==> src/rtl/gen_clk_multi_if.sv <==
// Control and status bundle for gen_clk_multi: run/sync/config in, divided clocks and status out.
interface gen_clk_multi_if #(
    parameter int unsigned NCH = 3,
    parameter int unsigned CW  = 32,
    parameter int unsigned ECW = 32
);
    logic                 run;
    logic                 sync;
    logic                 cfg_wr;
    logic [3:0]           cfg_ch;
    logic [CW-1:0]        cfg_half;
    logic [NCH-1:0]       clk_out;
    logic [NCH-1:0]       rise_stb;
    logic [NCH-1:0]       pending;
    logic [NCH*ECW-1:0]   edge_cnt;

    modport master (
        output run, sync, cfg_wr, cfg_ch, cfg_half,
        input  clk_out, rise_stb, pending, edge_cnt
    );

    modport slave (
        input  run, sync, cfg_wr, cfg_ch, cfg_half,
        output clk_out, rise_stb, pending, edge_cnt
    );
endinterface

==> src/rtl/gen_clk_multi.sv <==
// NCH-channel 50% duty clock divider with glitch-free runtime half-period reload,
// global freeze, phase-aligning sync and per-channel rising-edge counters.
module gen_clk_multi #(
    parameter int unsigned    NCH          = 3,
    parameter int unsigned    CW           = 32,
    parameter int unsigned    ECW          = 32,
    parameter logic [CW-1:0]  DEFAULT_HALF = CW'(50000)
) (
    input logic          rawclk,
    input logic          reset_global,
    gen_clk_multi_if.slave bus
);

    logic [CW-1:0]  cnt_q   [NCH];
    logic [CW-1:0]  cnt_d   [NCH];
    logic [CW-1:0]  hcur_q  [NCH];
    logic [CW-1:0]  hcur_d  [NCH];
    logic [CW-1:0]  hnext_q [NCH];
    logic [CW-1:0]  hnext_d [NCH];
    logic [ECW-1:0] ecnt_q  [NCH];
    logic [ECW-1:0] ecnt_d  [NCH];
    logic [NCH-1:0] lvl_q, lvl_d;
    logic [NCH-1:0] rise_q, rise_d;
    logic [NCH-1:0] pend_q, pend_d;
    logic [CW-1:0]  h_eff;
    logic           wr_hit;

    always_comb begin
        h_eff  = '0;
        wr_hit = 1'b0;
        lvl_d  = lvl_q;
        pend_d = pend_q;
        rise_d = '0;
        for (int i = 0; i < NCH; i++) begin
            cnt_d[i]   = cnt_q[i];
            hcur_d[i]  = hcur_q[i];
            hnext_d[i] = hnext_q[i];
            ecnt_d[i]  = ecnt_q[i];

            wr_hit = bus.cfg_wr && (int'(bus.cfg_ch) == i);
            h_eff  = pend_q[i] ? hnext_q[i] : hcur_q[i];

            if (bus.sync) begin
                // Sync consumes any queued reload and restarts every channel at a rising edge.
                hcur_d[i] = h_eff;
                pend_d[i] = 1'b0;
                cnt_d[i]  = '0;
                if (h_eff != '0) begin
                    lvl_d[i]  = 1'b1;
                    rise_d[i] = 1'b1;
                    ecnt_d[i] = ecnt_q[i] + ECW'(1);
                end else begin
                    lvl_d[i] = 1'b0;
                end
            end else if (hcur_q[i] == '0) begin
                cnt_d[i] = '0;
                lvl_d[i] = 1'b0;
                if (pend_q[i]) begin
                    hcur_d[i] = hnext_q[i];
                    pend_d[i] = 1'b0;
                end
            end else if (bus.run) begin
                if (cnt_q[i] == hcur_q[i] - CW'(1)) begin
                    cnt_d[i] = '0;
                    lvl_d[i] = ~lvl_q[i];
                    if (!lvl_q[i]) begin
                        rise_d[i] = 1'b1;
                        ecnt_d[i] = ecnt_q[i] + ECW'(1);
                    end else if (pend_q[i]) begin
                        // Falling edge is the period boundary: only here may the period change.
                        hcur_d[i] = hnext_q[i];
                        pend_d[i] = 1'b0;
                    end
                end else begin
                    cnt_d[i] = cnt_q[i] + CW'(1);
                end
            end

            if (wr_hit) begin
                hnext_d[i] = bus.cfg_half;
                pend_d[i]  = 1'b1;
            end
        end
    end

    always_ff @(posedge rawclk or posedge reset_global) begin
        if (reset_global) begin
            lvl_q  <= '0;
            rise_q <= '0;
            pend_q <= '0;
            for (int i = 0; i < NCH; i++) begin
                cnt_q[i]   <= '0;
                hcur_q[i]  <= DEFAULT_HALF;
                hnext_q[i] <= DEFAULT_HALF;
                ecnt_q[i]  <= '0;
            end
        end else begin
            lvl_q  <= lvl_d;
            rise_q <= rise_d;
            pend_q <= pend_d;
            for (int i = 0; i < NCH; i++) begin
                cnt_q[i]   <= cnt_d[i];
                hcur_q[i]  <= hcur_d[i];
                hnext_q[i] <= hnext_d[i];
                ecnt_q[i]  <= ecnt_d[i];
            end
        end
    end

    logic [NCH*ECW-1:0] ecnt_flat;

    always_comb begin
        ecnt_flat = '0;
        for (int i = 0; i < NCH; i++) begin
            ecnt_flat[i*ECW +: ECW] = ecnt_q[i];
        end
    end

    assign bus.clk_out  = lvl_q;
    assign bus.rise_stb = rise_q;
    assign bus.pending  = pend_q;
    assign bus.edge_cnt = ecnt_flat;

endmodule

==> src/flat_wrapper.sv <==
// flat-port wrapper written by rule: the top's interface ports become plain ports
module gen_clk_multi_flat 
#(
    parameter int unsigned    NCH          = 3,
    parameter int unsigned    CW           = 32,
    parameter int unsigned    ECW          = 32,
    parameter logic [CW-1:0]  DEFAULT_HALF = CW'(50000)
)
  (rawclk, reset_global, bus_run, bus_sync, bus_cfg_wr, bus_cfg_ch, bus_cfg_half, bus_clk_out, bus_rise_stb, bus_pending, bus_edge_cnt);
  gen_clk_multi_if #(.NCH(NCH), .CW(CW), .ECW(ECW)) bus_i ();
  input logic rawclk;
  input logic reset_global;
  input wire logic [$bits(bus_i.run)-1:0] bus_run;
  input wire logic [$bits(bus_i.sync)-1:0] bus_sync;
  input wire logic [$bits(bus_i.cfg_wr)-1:0] bus_cfg_wr;
  input wire logic [$bits(bus_i.cfg_ch)-1:0] bus_cfg_ch;
  input wire logic [$bits(bus_i.cfg_half)-1:0] bus_cfg_half;
  output wire logic [$bits(bus_i.clk_out)-1:0] bus_clk_out;
  output wire logic [$bits(bus_i.rise_stb)-1:0] bus_rise_stb;
  output wire logic [$bits(bus_i.pending)-1:0] bus_pending;
  output wire logic [$bits(bus_i.edge_cnt)-1:0] bus_edge_cnt;
  assign bus_i.run = bus_run;
  assign bus_i.sync = bus_sync;
  assign bus_i.cfg_wr = bus_cfg_wr;
  assign bus_i.cfg_ch = bus_cfg_ch;
  assign bus_i.cfg_half = bus_cfg_half;
  assign bus_clk_out = bus_i.clk_out;
  assign bus_rise_stb = bus_i.rise_stb;
  assign bus_pending = bus_i.pending;
  assign bus_edge_cnt = bus_i.edge_cnt;
  gen_clk_multi #(.NCH(NCH), .CW(CW), .ECW(ECW), .DEFAULT_HALF(DEFAULT_HALF)) u_core (.rawclk(rawclk), .reset_global(reset_global), .bus(bus_i));
endmodule
==> config.mk <==
export PLATFORM = sky130hd
export DESIGN_NAME = gen_clk_multi_flat
export DESIGN_NICKNAME = d
export VERILOG_FILES = /design/src/rtl/gen_clk_multi_if.sv /design/src/rtl/gen_clk_multi.sv /design/src/flat_wrapper.sv
export SDC_FILE = /design/constraint.sdc
export NUM_CORES = 1
export LEC_CHECK = 0
export BUFFER_PORTS_ARGS = -buffer_cell sky130_fd_sc_hd__buf_2
export CORE_MARGIN = 2
export CORE_UTILIZATION = 45
export CTS_CLUSTER_SIZE = 10
export DETAILED_ROUTE_END_ITERATION = 16
export SYNTH_ARGS = -nofsm -noshare
export SYNTH_HDL_FRONTEND = slang
export SYNTH_SLANG_ARGS = --single-unit
==> constraint.sdc <==
create_clock -name rawclk -period 13.4 [get_ports rawclk]
set_clock_uncertainty 0.15 [all_clocks]
set_input_delay 1.34 -clock rawclk [delete_from_list [all_inputs] [get_ports rawclk]]
set_output_delay 1.34 -clock rawclk [all_outputs]
set_load 0.1 [all_outputs]
==> results summary, run 1 <==
The post-route netlist has 21.9% of its cells at a drive strength greater than 1. Summing every instance area after synthesis gives 0.0212 mm². The I/O pin count is 146. The number of max-slew violations in the final report came out at 0. The clock-pin slew reported for the worst setup and hold paths after clock tree synthesis came out at 0.05 ns. The finished layout holds about 2,800 standard cells, fillers aside. The origin of the worst min-delay path is u_core.bus.edge_cnt[63]$_DFFE_PP0P_.

Yosys attributes the largest share of cell area to sky130_fd_sc_hd__dfrtp_1 (42%), sky130_fd_sc_hd__mux2_2 (9.1%), sky130_fd_sc_hd__xor2_1 (6.4%), sky130_fd_sc_hd__xnor2_1 (5.9%), sky130_fd_sc_hd__dfstp_2 (4.5%). The number of cells on the worst hold path came out at 1. The via density per instance came out at roughly 5.8. The reg-to-reg critical path endpoint is u_core.cnt_q[23]$_DFFE_PP0P_. The signed area change from the synthesized netlist to the final layout came out at 12.4%. Across all layers, the routed design uses around 16,000 vias. The endpoint arrival time on the critical path is ~4.8 ns.

The critical path goes through inv_1, ha_1, nor4b_2, nand3_1, nor4_2, o2111ai_1, or2_2, nor3_1, nand3_1, xor2_1, nor2_1. Buffers placed on the I/O ports in this run total around 150. The overall die width came out at roughly 220 µm. The worst register-to-register path begins at u_core.hcur_q[0]$_DFFE_PP0P_.

The number of nets in the synthesized netlist is 2,084. The count of cells resized by post-cts repair came out at 0. The count of buffer and inverter cells on the critical path is 1.

The maximum fanout count along the critical path came out at 11. The cell taking the most area after synthesis is sky130_fd_sc_hd__dfrtp_1. The time the final worst path needs with I/O delays and setup came out at approximately 4.6 ns. For this run, the detailed router's first-pass iteration total came to 5.

The critical path in this run is classified as flop to flop. The number of buffers added by the clock tree synthesis step is 47. The clock drives 393 sinks. The worst setup path is captured at a flop. The initial standard-cell utilization of the core came out at 45.5%. The count of fill cells added during filler insertion came out at 4,246. The worst stage delay on the critical path came out at between 0.6 and 0.7 ns.

TritonCTS built the clock tree. Summed over all cells, the static leakage comes to 10.5 nW. The final worst-path setup slack is 8.82 ns. The total power divided by cell area came out at 190 mW/mm².

The timing-limited maximum frequency came out at 218 MHz. The worst setup path is launched from a flop. The instance count on the critical path came out at 11.

The total global routing overflow is 0. The post-synthesis register bit count is roughly 390. The accumulated negative setup slack came out at 0 ns.

Sorting the synthesized cells by how often they occur yields sky130_fd_sc_hd__dfrtp_1 (357), sky130_fd_sc_hd__nor2_1 (191), sky130_fd_sc_hd__mux2_2 (171). The top cell type by area accounts for approximately 42% of the synthesized area. The die height is 221 µm. After detailed routing, the total wire length is around 56 mm. The first global-routing pass estimated 90.7 mm of wire. The total global routing track utilization came out at 23.0%. The post-synthesis sequential area ratio came out at 46.6%. The number of DRC markers in iteration 0 came out at approximately 1,200. The number of failing hold endpoints at the final stage came out at 0. Prior to clock tree synthesis, the placed netlist has a worst setup slack of roughly 9 ns. The path with the worst hold slack has its endpoint at u_core.bus.edge_cnt[63]$_DFFE_PP0P_. Setup repair after global routing left no endpoint under its margin. The proportion of register bits with asynchronous set or reset after synthesis came out at 100%. The row count came out at 79. The total setup buffers inserted after CTS came out at 0. The number of synthesized flops with an enable pin came out at 0.

The core area came out at 0.0466 mm². CTS placed an instance of sky130_fd_sc_hd__clkbuf_16 at the clock tree root. The slowest cell on the critical path is sky130_fd_sc_hd__nor3_1. The worst hold margin is approximately 0.31 ns. The via count of the first global-routing pass came to 15,900. Once detailed placement completed, the half-perimeter wirelength came to 41.1 mm. Setup slack on the worst reg-to-reg path comes out at a little under 9 ns. The H-tree depth came out at 2. The worst pin sits at a relative slew slack of 26.5%. For the pin with the worst max-slew slack, the measured transition is ~1.1 ns. After technology mapping, the gate count stands at 2,034. The setup violation total in the final timing report came out at 0. For this run, the leading register cell type out of synthesis is sky130_fd_sc_hd__dfrtp_1. The max capacitance violation total came out at 0. The path class of the tightest hold or removal check is flop to flop. The maximum number of buffers from clock root to sink came out at 3. The placer congestion estimate is 0.914. Entering global routing, the biggest net connects between 90 and 100 pins.

At the end of the flow, the number of nets in the layout was 2,196. The clock latency reported for the late side of the worst-skew pair is about 0.57 ns. The critical path required time came out at 13.64 ns. The post-cts hold buffer count is 0. The number of nets with antenna violations after routing came out at 0. Among cell families on the critical path, the largest total delay comes from simple AND/OR/NAND/NOR gates. After detailed routing, the average wire length per cell comes to 20.2 µm.

The number of placed instances with taps included is 2,704. The count of synthesis-stage warnings from yosys is 0. A synthesized cell averages ~10 µm². Yosys instantiated no cell more often than sky130_fd_sc_hd__dfrtp_1. The post-detailed-route DRC marker count came out at 0. The cell that appears most often on the critical path is sky130_fd_sc_hd__nand3_1. The number of antenna violations at the first check in global routing came to 2.

The flow ran to the end, and the final reports show no timing, DRC or antenna violations. The number of different library cells used by synthesis comes to 81. The depth of the worst register-to-register path came out at 11. IR analysis of the VDD net gives a maximum drop of 0.0000909 V. The area of the die came out at 0.0488 mm². The ratio of final minimum period to clock period came out at between 30% and 40%.
worst max path at each step:
| stage | from | end |
|---|---|---|
| after floorplan | reset_global | u_core.bus.clk_out[0]$_DFFE_PP0P_ |
| after global placement | u_core.hcur_q[32]$_DFFE_PP0P_ | u_core.bus.clk_out[1]$_DFFE_PP0P_ |
| after detailed placement | u_core.hcur_q[32]$_DFFE_PP0P_ | u_core.cnt_q[45]$_DFFE_PP0P_ |
| after CTS | u_core.hcur_q[32]$_DFFE_PP0P_ | u_core.cnt_q[61]$_DFFE_PP0P_ |
| after global routing | u_core.hcur_q[0]$_DFFE_PP0P_ | u_core.cnt_q[23]$_DFFE_PP0P_ |
| final | u_core.hcur_q[0]$_DFFE_PP0P_ | u_core.cnt_q[23]$_DFFE_PP0P_ |
report_power, final:
part	internal [mW]	leakage [nW]	switching, mW
clock	0.724	0.695	0.484
combinational	0.595	4.74	0.916
sequential	1.43	5.08	0.378
registers in the layout (all words and copies together) (netlist names):
register / flops
u_core.bus.edge_cnt: 96
u_core.cnt_q: 96
u_core.hcur_q: 96
u_core.hnext_q: 96
u_core.bus.clk_out: 3
u_core.bus.pending: 3
u_core.bus.rise_stb: 3
layer usage:
| metal | track usage (%) | wire length, µm |
|---|---|---|
| met1 | 33.3 | 26500 |
| met2 | 35.4 | 25600 |
| met3 | 3.52 | 2790 |
| met4 | 7.14 | 1570 |
| met5 | 0 | 7 |
kinds of logic after synthesis:
family	share of synthesized area (%)
mux	10.4
simple gates	21.9
fa+ha+maj	0.531
compound gates	5.48
xor+xnor	12.3
flops	46.6
buf+inv	2.79
stage by stage:
stage / total power, mW / area [µm²] / utilization [%]
after CTS: 4.54 / 23800 / 51.2
final: 4.52 / 23800 / 51.2
after detailed placement: 3.31 / 22400 / 48.1
after global routing: 4.79 / 23800 / 51.2
after floorplan: 2.91 / 21200 / -
after global placement: 3.28 / 22400 / 48.1
layout by cell type (no fill, tap or decap), types with 19 or more instances in the layout:
cell,count
sky130_fd_sc_hd__mux2_1,20
sky130_fd_sc_hd__nand3_1,89
sky130_fd_sc_hd__xor2_1,154
sky130_fd_sc_hd__inv_1,46
sky130_fd_sc_hd__xnor2_1,143
sky130_fd_sc_hd__clkbuf_16,49
sky130_fd_sc_hd__nor3_1,81
sky130_fd_sc_hd__or4_1,19
sky130_fd_sc_hd__nor2_1,191
sky130_fd_sc_hd__nor4_1,72
sky130_fd_sc_hd__and3_1,41
sky130_fd_sc_hd__nand2_1,111
sky130_fd_sc_hd__dfrtp_1,357
sky130_fd_sc_hd__mux2_2,171
sky130_fd_sc_hd__nand4_1,69
sky130_fd_sc_hd__a21oi_1,21
sky130_fd_sc_hd__nor3b_1,19
sky130_fd_sc_hd__and4_1,19
sky130_fd_sc_hd__buf_2,145
sky130_fd_sc_hd__o21ai_0,21
sky130_fd_sc_hd__dfstp_2,36
sky130_fd_sc_hd__clkbuf_1,28
final cells by class:
cell class | instances | area [µm²] | area share, %
clock inverter | 6 | 80.1 | 0.336
multi-input combinational | 1498 | 10700 | 45.1
clock buffer | 79 | 1360 | 5.70
sequential | 393 | 9880 | 41.5
antenna | 1 | 2.50 | 0.0105
tap | 607 | 759 | 3.19
timing repair buffer | 159 | 831 | 3.49
inverter | 47 | 184 | 0.772
(Power assumes the default switching activity.)
==> inputs of run 2 (changes only) <==
ABC_AREA = 1   (was default)
clock period = 4.71 ns   (was 13.4 ns; I/O delays follow)
==> run 2 against run 1 <==
Compared with the run above:
- worst setup slack worse by 7.9 ns
- synthesized cell count is 69% higher
- clock power grew to 3.0 times the previous value
- sequential share of layout area is 5.1 points lower
- wire length is 35% higher
- critical path type unchanged
- highest routed layer unchanged
==> results summary, run 2 <==
Status: complete, no violations (unchanged). The critical register-to-register path startpoint is u_core.hcur_q[32]$_DFFE_PP0P_ (was u_core.hcur_q[0]$_DFFE_PP0P_). The critical path required time is 5.05 ns (was 13.64 ns). RSZ-0062 raised after global routing: false (unchanged). CP cell instances: inv_1, ha_1, nand2_1, nor2_2, nand2_1, nor2_2, nor2_2, buf_4, inv_2, nand3_2, nand2_1, nand2_1 (was inv_1, ha_1, nor4b_2, nand3_1, nor4_2, o2111ai_1, or2_2, nor3_1, nand3_1, xor2_1, nor2_1). The non-filler instance count after layout came to 4,276 (was 2,790). The clock latency reported for the late side of the worst-skew pair came out at 0.61 ns (was 0.57 ns).

The worst relative slew slack is 23.9% (was 26.5%). The CTS root buffer is sky130_fd_sc_hd__clkbuf_16 (unchanged). The number of max-slew violations in the final report is 0 (unchanged).

The post-synthesis register bit count is 393 (unchanged). The met1 routing resource usage after global routing is 37.6% (was 33.3%). The count of unique library cells instantiated by Yosys came to 46 (was 81).

The total number of clock tree sinks is 393 (unchanged). The worst hold margin is 0.0664 ns (was 0.311 ns). The net count of the finished layout was 3,588 (was 2,196). The via count of the first global-routing pass came out at 21,900 (was 15,900).

The synthesized netlist net count is 3,495 (was 2,084). The startpoint type of the worst setup path is a flop (unchanged). The initial standard-cell utilization of the core is 45.5% (about the same). The origin of the worst min-delay path is bus_cfg_half[14] (was u_core.bus.edge_cnt[63]$_DFFE_PP0P_). The total power divided by cell area is 645 mW/mm² (was 190 mW/mm²). The proportion of register bits with asynchronous set or reset after synthesis is 100% (unchanged). The first-pass GRT wire length came out at 122 mm (was 90.7 mm). The global-route met3 utilization is 4.06% (was 3.52%).

The routed length per instance is 17.8 µm (was 20.2 µm). The leakage power was 13.5 nW (was 10.5 nW). The synthesized area per cell is 7.09 µm² (was 10.4 µm²).

The time the final worst path needs with I/O delays and setup is 3.82 ns (was 4.58 ns). The number of placed instances with taps included is 4,183 (was 2,704). The total vias in the final route was 23,000 (was 16,100). The area share of the largest cell type after synthesis is 36.6% (was 42.2%). The most numerous cell in the Yosys netlist was sky130_fd_sc_hd__nand2_1 (was sky130_fd_sc_hd__dfrtp_1).

The number of cells on the worst hold path is 3 (was 1). The depth of the worst register-to-register path is 12 (was 11). The most used flip-flop cell after synthesis is sky130_fd_sc_hd__dfrtp_1 (unchanged).

The worst stage delay on the critical path is 0.75 ns (was 0.64 ns). The transition time at the pin with the least slew margin is 1.14 ns (was 1.10 ns). The cell seen most often among critical-path stages is sky130_fd_sc_hd__nand2_1 (was sky130_fd_sc_hd__nand3_1). The timing-limited maximum frequency is 262 MHz (was 218 MHz). The max capacitance violation total is 0 (unchanged). The count of synthesis-stage warnings from yosys is 0 (unchanged). The number of buffers added by the clock tree synthesis step is 48 (was 47). Top post-synthesis cells by area: sky130_fd_sc_hd__dfrtp_1 (37%), sky130_fd_sc_hd__nand2_1 (18%), sky130_fd_sc_hd__nor2_1 (6.1%), sky130_fd_sc_hd__xor2_1 (5.1%), sky130_fd_sc_hd__inv_1 (4.5%) (was sky130_fd_sc_hd__dfrtp_1 (42%), sky130_fd_sc_hd__mux2_2 (9.1%), sky130_fd_sc_hd__xor2_1 (6.4%), sky130_fd_sc_hd__xnor2_1 (5.9%), sky130_fd_sc_hd__dfstp_2 (4.5%)).

The core area is 0.0537 mm² (was 0.0466 mm²). The cell taking the most area after synthesis was sky130_fd_sc_hd__dfrtp_1 (unchanged). The endpoint arrival time on the critical path was 4.16 ns (was 4.83 ns). The largest net degree at the start of global routing is 102 (was 97).

The most common cell after layout, fill and taps aside is sky130_fd_sc_hd__nand2_1 (was sky130_fd_sc_hd__dfrtp_1). The H-tree depth is 2 (unchanged). The peak ir drop on the vdd network came to 0.000494 V (was 0.0000909 V). The signed area change from the synthesized netlist to the final layout is 11.1% (was 12.4%). The gate count of the mapped netlist came out at 3,445 (was 2,034). The total global routing track utilization is 27.2% (was 23.0%).

The die height is 237 µm (was 221 µm). The synthesized cell area came out at 0.0244 mm² (was 0.0212 mm²). The I/O pin count came out at 146 (unchanged).

The total setup buffers inserted after CTS was 0 (unchanged). The reg-to-reg critical path endpoint is u_core.hcur_q[52]$_DFFE_PP0P_ (was u_core.cnt_q[23]$_DFFE_PP0P_). The count of buffer and inverter cells on the critical path came out at 3 (was 1). The clock-pin slew reported for the worst setup and hold paths after clock tree synthesis came out at 0.06 ns (was 0.05 ns).

The row count came to 85 (was 79). The clock tree from TritonCTS is yes (unchanged). The number of DRC markers in iteration 0 came to 1,725 (was 1,219). The number of detailed-route iterations in the first pass is 6 (was 5). The number of antenna violations at the first check in global routing came out at 11 (was 2). The worst min-delay path endpoint is u_core.hnext_q[46]$_DFFE_PP1P_ (was u_core.bus.edge_cnt[63]$_DFFE_PP0P_).

The number of nets with antenna violations after routing is 0 (unchanged). The area of combinational cells with multiple inputs came to 0.0128 mm² (was 0.0107 mm²). The setup violation total in the final timing report is 0 (unchanged). The slowest cell on the critical path is sky130_fd_sc_hd__nand3_2 (was sky130_fd_sc_hd__nor3_1).

The reg-to-reg setup timing slack came out at 0.89 ns (was 8.82 ns). The met2 routing resource usage after global routing is 43.8% (was 35.4%). The maximum fanout count along the critical path came to 40 (was 11).

The post-synthesis sequential area ratio is 40.4% (was 46.6%). The post-detailed-route DRC marker count is 0 (unchanged). The number of failing hold endpoints at the final stage is 0 (unchanged).

The maximum number of buffers from clock root to sink came to 3 (unchanged). The area of the die came to 0.0562 mm² (was 0.0488 mm²). The ratio of final minimum period to clock period came out at 81.1% (was 34.2%).

The sequential standard cell area came to 0.00988 mm² (about the same). The total global routing overflow is 0 (unchanged). The overall power is 17.5 mW (was 4.52 mW). Most frequent cells in the layout: sky130_fd_sc_hd__nand2_1 (1,196), sky130_fd_sc_hd__nor2_1 (399), sky130_fd_sc_hd__dfrtp_1 (354), sky130_fd_sc_hd__inv_1 (292), sky130_fd_sc_hd__o21ai_0 (218) (was sky130_fd_sc_hd__dfrtp_1 (357), sky130_fd_sc_hd__nor2_1 (191), sky130_fd_sc_hd__mux2_2 (171), sky130_fd_sc_hd__xor2_1 (154), sky130_fd_sc_hd__buf_2 (145)). The via density per instance was 5.37 (was 5.77). The share of final-layout standard cells stronger than drive strength 1 came to 10.0% (was 21.9%).

The family of cells with the greatest summed delay on the critical path was simple AND/OR/NAND/NOR gates (unchanged). Cell types with the highest counts after synthesis: sky130_fd_sc_hd__nand2_1 (1,197), sky130_fd_sc_hd__nor2_1 (399), sky130_fd_sc_hd__dfrtp_1 (357) (was sky130_fd_sc_hd__dfrtp_1 (357), sky130_fd_sc_hd__nor2_1 (191), sky130_fd_sc_hd__mux2_2 (171)). The number of buffer cells added on primary ports came to 145 (unchanged). The aggregate routed wire length is 76.0 mm (was 56.5 mm). The number of synthesized flops with an enable pin is 0 (unchanged). The placer congestion estimate came out at 0.957 (was 0.914).

The most utilized layer in the global route result is met2 (unchanged). The overall die width came to 237 µm (was 221 µm). The path type of the worst setup path was flop to flop (unchanged). The kind of capture point of the worst setup path is a flop (unchanged).

The worst min-delay path class is input port to flop (was flop to flop). The count of fill cells added during filler insertion came to 5,454 (was 4,246). The placed wire-length estimate after detailed placement is 57.1 mm (was 41.1 mm).
## run 2: per-layer routing
| metal | vias to the layer above | wire length, µm |
|---|---|---|
| li1 | 11300 | - |
| met1 | 10900 | 34700 |
| met2 | 619 | 34700 |
| met3 | 150 | 4170 |
| met4 | 16 | 2380 |
| met5 | - | 91 |
## run 2: power breakdown
part           switching, mW  leakage, nW  internal (mW)
clock network           1.55        0.729           2.09
registers               1.02         5.18           4.12
logic                   6.13         7.55           2.61
total                   8.70         13.5           8.82
## run 2: layout make-up
cell class	instances	share of cell area, %
multi-input combinational	2626	47.2
timing repair buffer	166	3.40
inverter	303	4.20
clock inverter	6	0.406
antenna	2	0.0184
sequential	393	36.4
clock buffer	84	5.18
tap	696	3.21
## run 2: worst min-delay path, stage by stage
cell	delay, ns
sky130_fd_sc_hd__buf_2	0.12
sky130_fd_sc_hd__inv_1	0.12
sky130_fd_sc_hd__o21ai_0	0.10
## run 2: how the worst max path moves through the flow
stage / from / to / slack (ns) / cells after the start
2_1_floorplan: reset_global / u_core.bus.clk_out[0]$_DFFE_PP0P_ / -1.17 / 1
3_3_place_gp: u_core.hcur_q[32]$_DFFE_PP0P_ / u_core.hcur_q[32]$_DFFE_PP0P_ / 1.09 / 17
3_5_place_dp: u_core.hcur_q[32]$_DFFE_PP0P_ / u_core.hcur_q[56]$_DFFE_PP0P_ / 0.95 / 14
4_1_cts: u_core.hcur_q[32]$_DFFE_PP0P_ / u_core.hcur_q[56]$_DFFE_PP0P_ / 0.93 / 12
5_1_grt: u_core.hcur_q[32]$_DFFE_PP0P_ / u_core.hcur_q[59]$_DFFE_PP0P_ / 0.38 / 17
6_report: u_core.hcur_q[32]$_DFFE_PP0P_ / u_core.hcur_q[52]$_DFFE_PP0P_ / 0.89 / 12
## run 2: timing repair
item / in CTS / in global routing
endpoints found under the hold margin: 37 / 0
hold buffers: 1 / 0
resized for setup: 0 / 0
## run 2: logic make-up (layout without fill, tap and decap cells)
family	Yosys count	in the layout	synth area share, %
AOI/OAI and AO/OA	289	289	6.12
xor gates and xnor gates	232	232	8.37
adders and majority gates	9	9	0.461
buffers and inverters	426	559	7.17
DFF	393	393	40.4
muxes	19	19	0.876
other	0	2	0
and+or+nand+nor	2077	2077	36.6
## run 2: metrics by stage
step	setup TNS (ns)	util, %	worst slack, ns	cell area, µm²
6_report	0	50.6	0.890	27200
5_1_grt	0	50.6	0.377	27100
4_1_cts	0	50.5	0.926	27100
3_5_place_dp	0	47.7	0.947	25600
3_3_place_gp	0	47.7	1.09	25600
2_1_floorplan	-417.50	-	-1.17	24400
==> inputs of run 3 (changes only) <==
clock period = 3.8 ns   (was 4.71 ns; I/O delays follow)
==> run 3 against run 2 <==
Compared with the run above:
- die area unchanged
- sequential cell count did not move
- total power up 24%
- worst setup slack worse by 0.51 ns
- worst hold slack worse by 0.045 ns
- utilization is 0.46 points higher
- combinational power is 26% higher
- critical path depth is 6 higher
- first-iteration DRC count grew 5.6%
==> results summary, run 3 (synthesized netlist as in run 2, its figures left out) <==
The ratio of final minimum period to clock period came out at 90.1% (was 81.1%). The clock tree from TritonCTS was yes (unchanged). The number of cells on the worst hold path was 3 (unchanged). The worst min-delay path class is input port to flop (unchanged). The number of DRC markers in iteration 0 is 1,822 (was 1,725). The number of buffer cells added on primary ports is 145 (unchanged). The number of failing hold endpoints at the final stage is 0 (unchanged). The CTS root buffer was sky130_fd_sc_hd__clkbuf_16 (unchanged).

The net count of the finished layout came out at 3,615 (was 3,588). Status: complete, no violations (unchanged). The share of final-layout standard cells stronger than drive strength 1 is 10.2% (was 10.0%). RSZ-0062 raised after global routing: false (unchanged). The number of detailed-route iterations in the first pass came out at 8 (was 6). The cell seen most often among critical-path stages is sky130_fd_sc_hd__nand2_1 (unchanged). The clock power share came out at 20.0% (was 20.7%).

The routed length per instance was 18.0 µm (was 17.8 µm). The time the final worst path needs with I/O delays and setup was 3.42 ns (was 3.82 ns). The switching component of the power is 10.8 mW (was 8.70 mW). The initial standard-cell utilization of the core is 45.5% (unchanged).

The total global routing track utilization is 27.6% (was 27.2%). The transition time at the pin with the least slew margin came out at 1.05 ns (was 1.14 ns). The I/O pin count came out at 146 (unchanged). The placed wire-length estimate after detailed placement came out at 58.8 mm (was 57.1 mm). The share of total power in combinational logic came to 50.5% (was 49.9%).

The worst relative slew slack came out at 29.8% (was 23.9%). The die height came to 237 µm (unchanged). The core utilization of the finished layout came out at 51.0% (was 50.6%). The endpoint arrival time on the critical path came out at 3.75 ns (was 4.16 ns). The reg-to-reg setup timing slack came out at 0.38 ns (was 0.89 ns).

The maximum number of buffers from clock root to sink came to 3 (unchanged). The overall power is 21.7 mW (was 17.5 mW). The total number of clock tree sinks is 393 (unchanged).

The critical register-to-register path startpoint is u_core.hcur_q[0]$_DFFE_PP0P_ (was u_core.hcur_q[32]$_DFFE_PP0P_). The amount of wire on met3 after detailed routing is 4.55 mm (was 4.17 mm). The leakage power is 13.6 nW (was 13.5 nW). The total power divided by cell area is 794 mW/mm² (was 645 mW/mm²). The signed area change from the synthesized netlist to the final layout was 12.1% (was 11.1%).

The via density per instance is 5.35 (was 5.37). The critical path required time came out at 4.13 ns (was 5.05 ns). The core area came out at 0.0537 mm² (unchanged). The design internal power came out at 10.9 mW (was 8.82 mW). The depth of the worst register-to-register path came out at 18 (was 12). The kind of capture point of the worst setup path is a flop (unchanged). The number of max-slew violations in the final report came out at 0 (unchanged). The accumulated negative setup slack is 0 ns (unchanged). The setup violation total in the final timing report came out at 0 (unchanged). The number of antenna violations at the first check in global routing came out at 8 (was 11). The overall die width is 237 µm (unchanged).

The row count was 85 (unchanged). The reg-to-reg critical path endpoint is u_core.bus.clk_out[2]$_DFFE_PP0P_ (was u_core.hcur_q[52]$_DFFE_PP0P_). The total global routing overflow was 0 (unchanged). The peak ir drop on the vdd network came out at 0.000445 V (was 0.000494 V). The most common cell after layout, fill and taps aside is sky130_fd_sc_hd__nand2_1 (unchanged). The sequential share of power was 29.5% (was 29.4%). The area of the die was 0.0562 mm² (unchanged). The largest net degree at the start of global routing came to 79 (was 102).

The total vias in the final route is 23,000 (about the same). The H-tree depth came out at 2 (unchanged). The timing-limited maximum frequency is 292 MHz (was 262 MHz). The wire length the detailed router placed on met1 is 35.4 mm (was 34.7 mm). The maximum fanout count along the critical path came to 28 (was 40). The aggregate routed wire length is 77.5 mm (was 76.0 mm). The met2 wire length is 35.2 mm (was 34.7 mm). The worst stage delay on the critical path came to 0.40 ns (was 0.75 ns).

The top routing layer in use is met5 (unchanged). The origin of the worst min-delay path was bus_cfg_half[10] (was bus_cfg_half[14]). The via count of the first global-routing pass is 21,800 (was 21,900). The worst min-delay path endpoint is u_core.hnext_q[10]$_DFFE_PP0P_ (was u_core.hnext_q[46]$_DFFE_PP1P_). The first-pass GRT wire length is 123 mm (was 122 mm).

The number of nets with antenna violations after routing is 0 (unchanged). The clock latency reported for the late side of the worst-skew pair came out at 0.61 ns (about the same). The startpoint type of the worst setup path is a flop (unchanged). The path type of the worst setup path is flop to flop (unchanged). The number of buffers added by the clock tree synthesis step came to 47 (was 48). The post-detailed-route DRC marker count is 0 (unchanged). The net switching share of the total power came out at 49.8% (was 49.6%). Most frequent cells in the layout: sky130_fd_sc_hd__nand2_1 (1,196), sky130_fd_sc_hd__nor2_1 (399), sky130_fd_sc_hd__dfrtp_1 (354), sky130_fd_sc_hd__inv_1 (292), sky130_fd_sc_hd__o21ai_0 (218) (unchanged).

The placer congestion estimate is 0.952 (was 0.957). The slowest cell on the critical path is sky130_fd_sc_hd__dfrtp_1 (was sky130_fd_sc_hd__nand3_2). CP cell instances: inv_1, ha_1, nand2_1, nor2_4, nand2_2, o21ai_1, nand2_1, nand2_1, nand2_1, nor2_1, nand2_1, nor2_1, nand2_2, nand3_4, buf_4, nand2_2, nand2_1, nand2_1 (was inv_1, ha_1, nand2_1, nor2_2, nand2_1, nor2_2, nor2_2, buf_4, inv_2, nand3_2, nand2_1, nand2_1).

The total setup buffers inserted after CTS came out at 0 (unchanged). The max capacitance violation total is 0 (unchanged). The clock-pin slew reported for the worst setup and hold paths after clock tree synthesis is 0.06 ns (about the same).
==> run 3: cell count changes in the layout (fill, tap and decap cells not counted) <==
cell | before | now
sky130_fd_sc_hd__buf_4 | 17 | 26
sky130_fd_sc_hd__clkbuf_1 | 29 | 27
sky130_fd_sc_hd__buf_12 | 3 | 7
sky130_fd_sc_hd__clkbuf_8 | 7 | 5
sky130_fd_sc_hd__dlygate4sd3_1 | 1 | 16
sky130_fd_sc_hd__diode_2 | 2 | 5
sky130_fd_sc_hd__clkbuf_16 | 48 | 47
==> run 3: per-layer routing <==
| metal | up-vias | track usage [%] |
|---|---|---|
| li1 | 11300 | - |
| met4 | 8 | 9.17 |
| met3 | 118 | 3.92 |
| met2 | 686 | 43.7 |
| met1 | 10900 | 38.9 |
| met5 | - | 0 |
==> run 3: layout make-up <==
type,count,area [µm²]
tap,696,871
multi-input combinational,2626,12800
sequential,393,9880
clock buffer,79,1350
fill,5469,26300
inverter,303,1140
clock inverter,6,110
antenna,5,12.5
timing repair buffer,194,1220
==> run 3: per-stage QoR <==
| stage | area (µm²) | instances | setup WS (ns) | hold slack, ns |
|---|---|---|---|---|
| 2_1_floorplan | 24400 | 3445 | -1.99 | 0.292 |
| 3_3_place_gp | 25800 | 4196 | 0.411 | 0.306 |
| 3_5_place_dp | 25800 | 4196 | 0.355 | 0.310 |
| 4_1_cts | 27400 | 4297 | 0.330 | 0.000508 |
| 5_1_grt | 27400 | 4300 | 0.0555 | 0.0207 |
| 6_report | 27400 | 4302 | 0.378 | 0.0214 |
==> run 3: worst max-delay path by stage <==
stage                                        startpoint                             endpoint  slack [ns]  cells past startpoint
after floorplan                            reset_global    u_core.bus.clk_out[0]$_DFFE_PP0P_       -1.99                      1
after global placement     u_core.hcur_q[0]$_DFFE_PP0P_    u_core.bus.clk_out[2]$_DFFE_PP0P_        0.41                     18
after global routing      u_core.hcur_q[64]$_DFFE_PP0P_  u_core.bus.edge_cnt[26]$_DFFE_PP0P_        0.06                     18
after CTS                  u_core.hcur_q[0]$_DFFE_PP0P_    u_core.bus.clk_out[2]$_DFFE_PP0P_        0.33                     18
final                      u_core.hcur_q[0]$_DFFE_PP0P_    u_core.bus.clk_out[2]$_DFFE_PP0P_        0.38                     18
after detailed placement   u_core.hcur_q[0]$_DFFE_PP0P_    u_core.bus.clk_out[2]$_DFFE_PP0P_        0.35                     18
==> run 3: power by group through the flow <==
stage          clock network (mW)  registers, mW  logic (mW)
4_1_cts                      4.47           6.39        10.9
6_report                     4.36           6.41        11.0
5_1_grt                      4.63           6.53        12.3
3_5_place_dp                    0           6.46        10.9
2_1_floorplan                   0           6.89        7.59
3_3_place_gp                    0           6.43        10.9
==> run 3: critical path: cells and delay by family (launching register included) <==
kind	cells	cell delay, ns
buffers and inverters	2	0.49
DFF	1	0.40
AOI/OAI and AO/OA	1	0.16
and+or+nand+nor	14	1.82
adders and majority gates	1	0.25
==> run 3: repair_timing <==
action | CTS | global route
gates resized for setup | 0 | 0
hold buffers | 16 | 0
endpoints found under the hold margin | 64 | 0
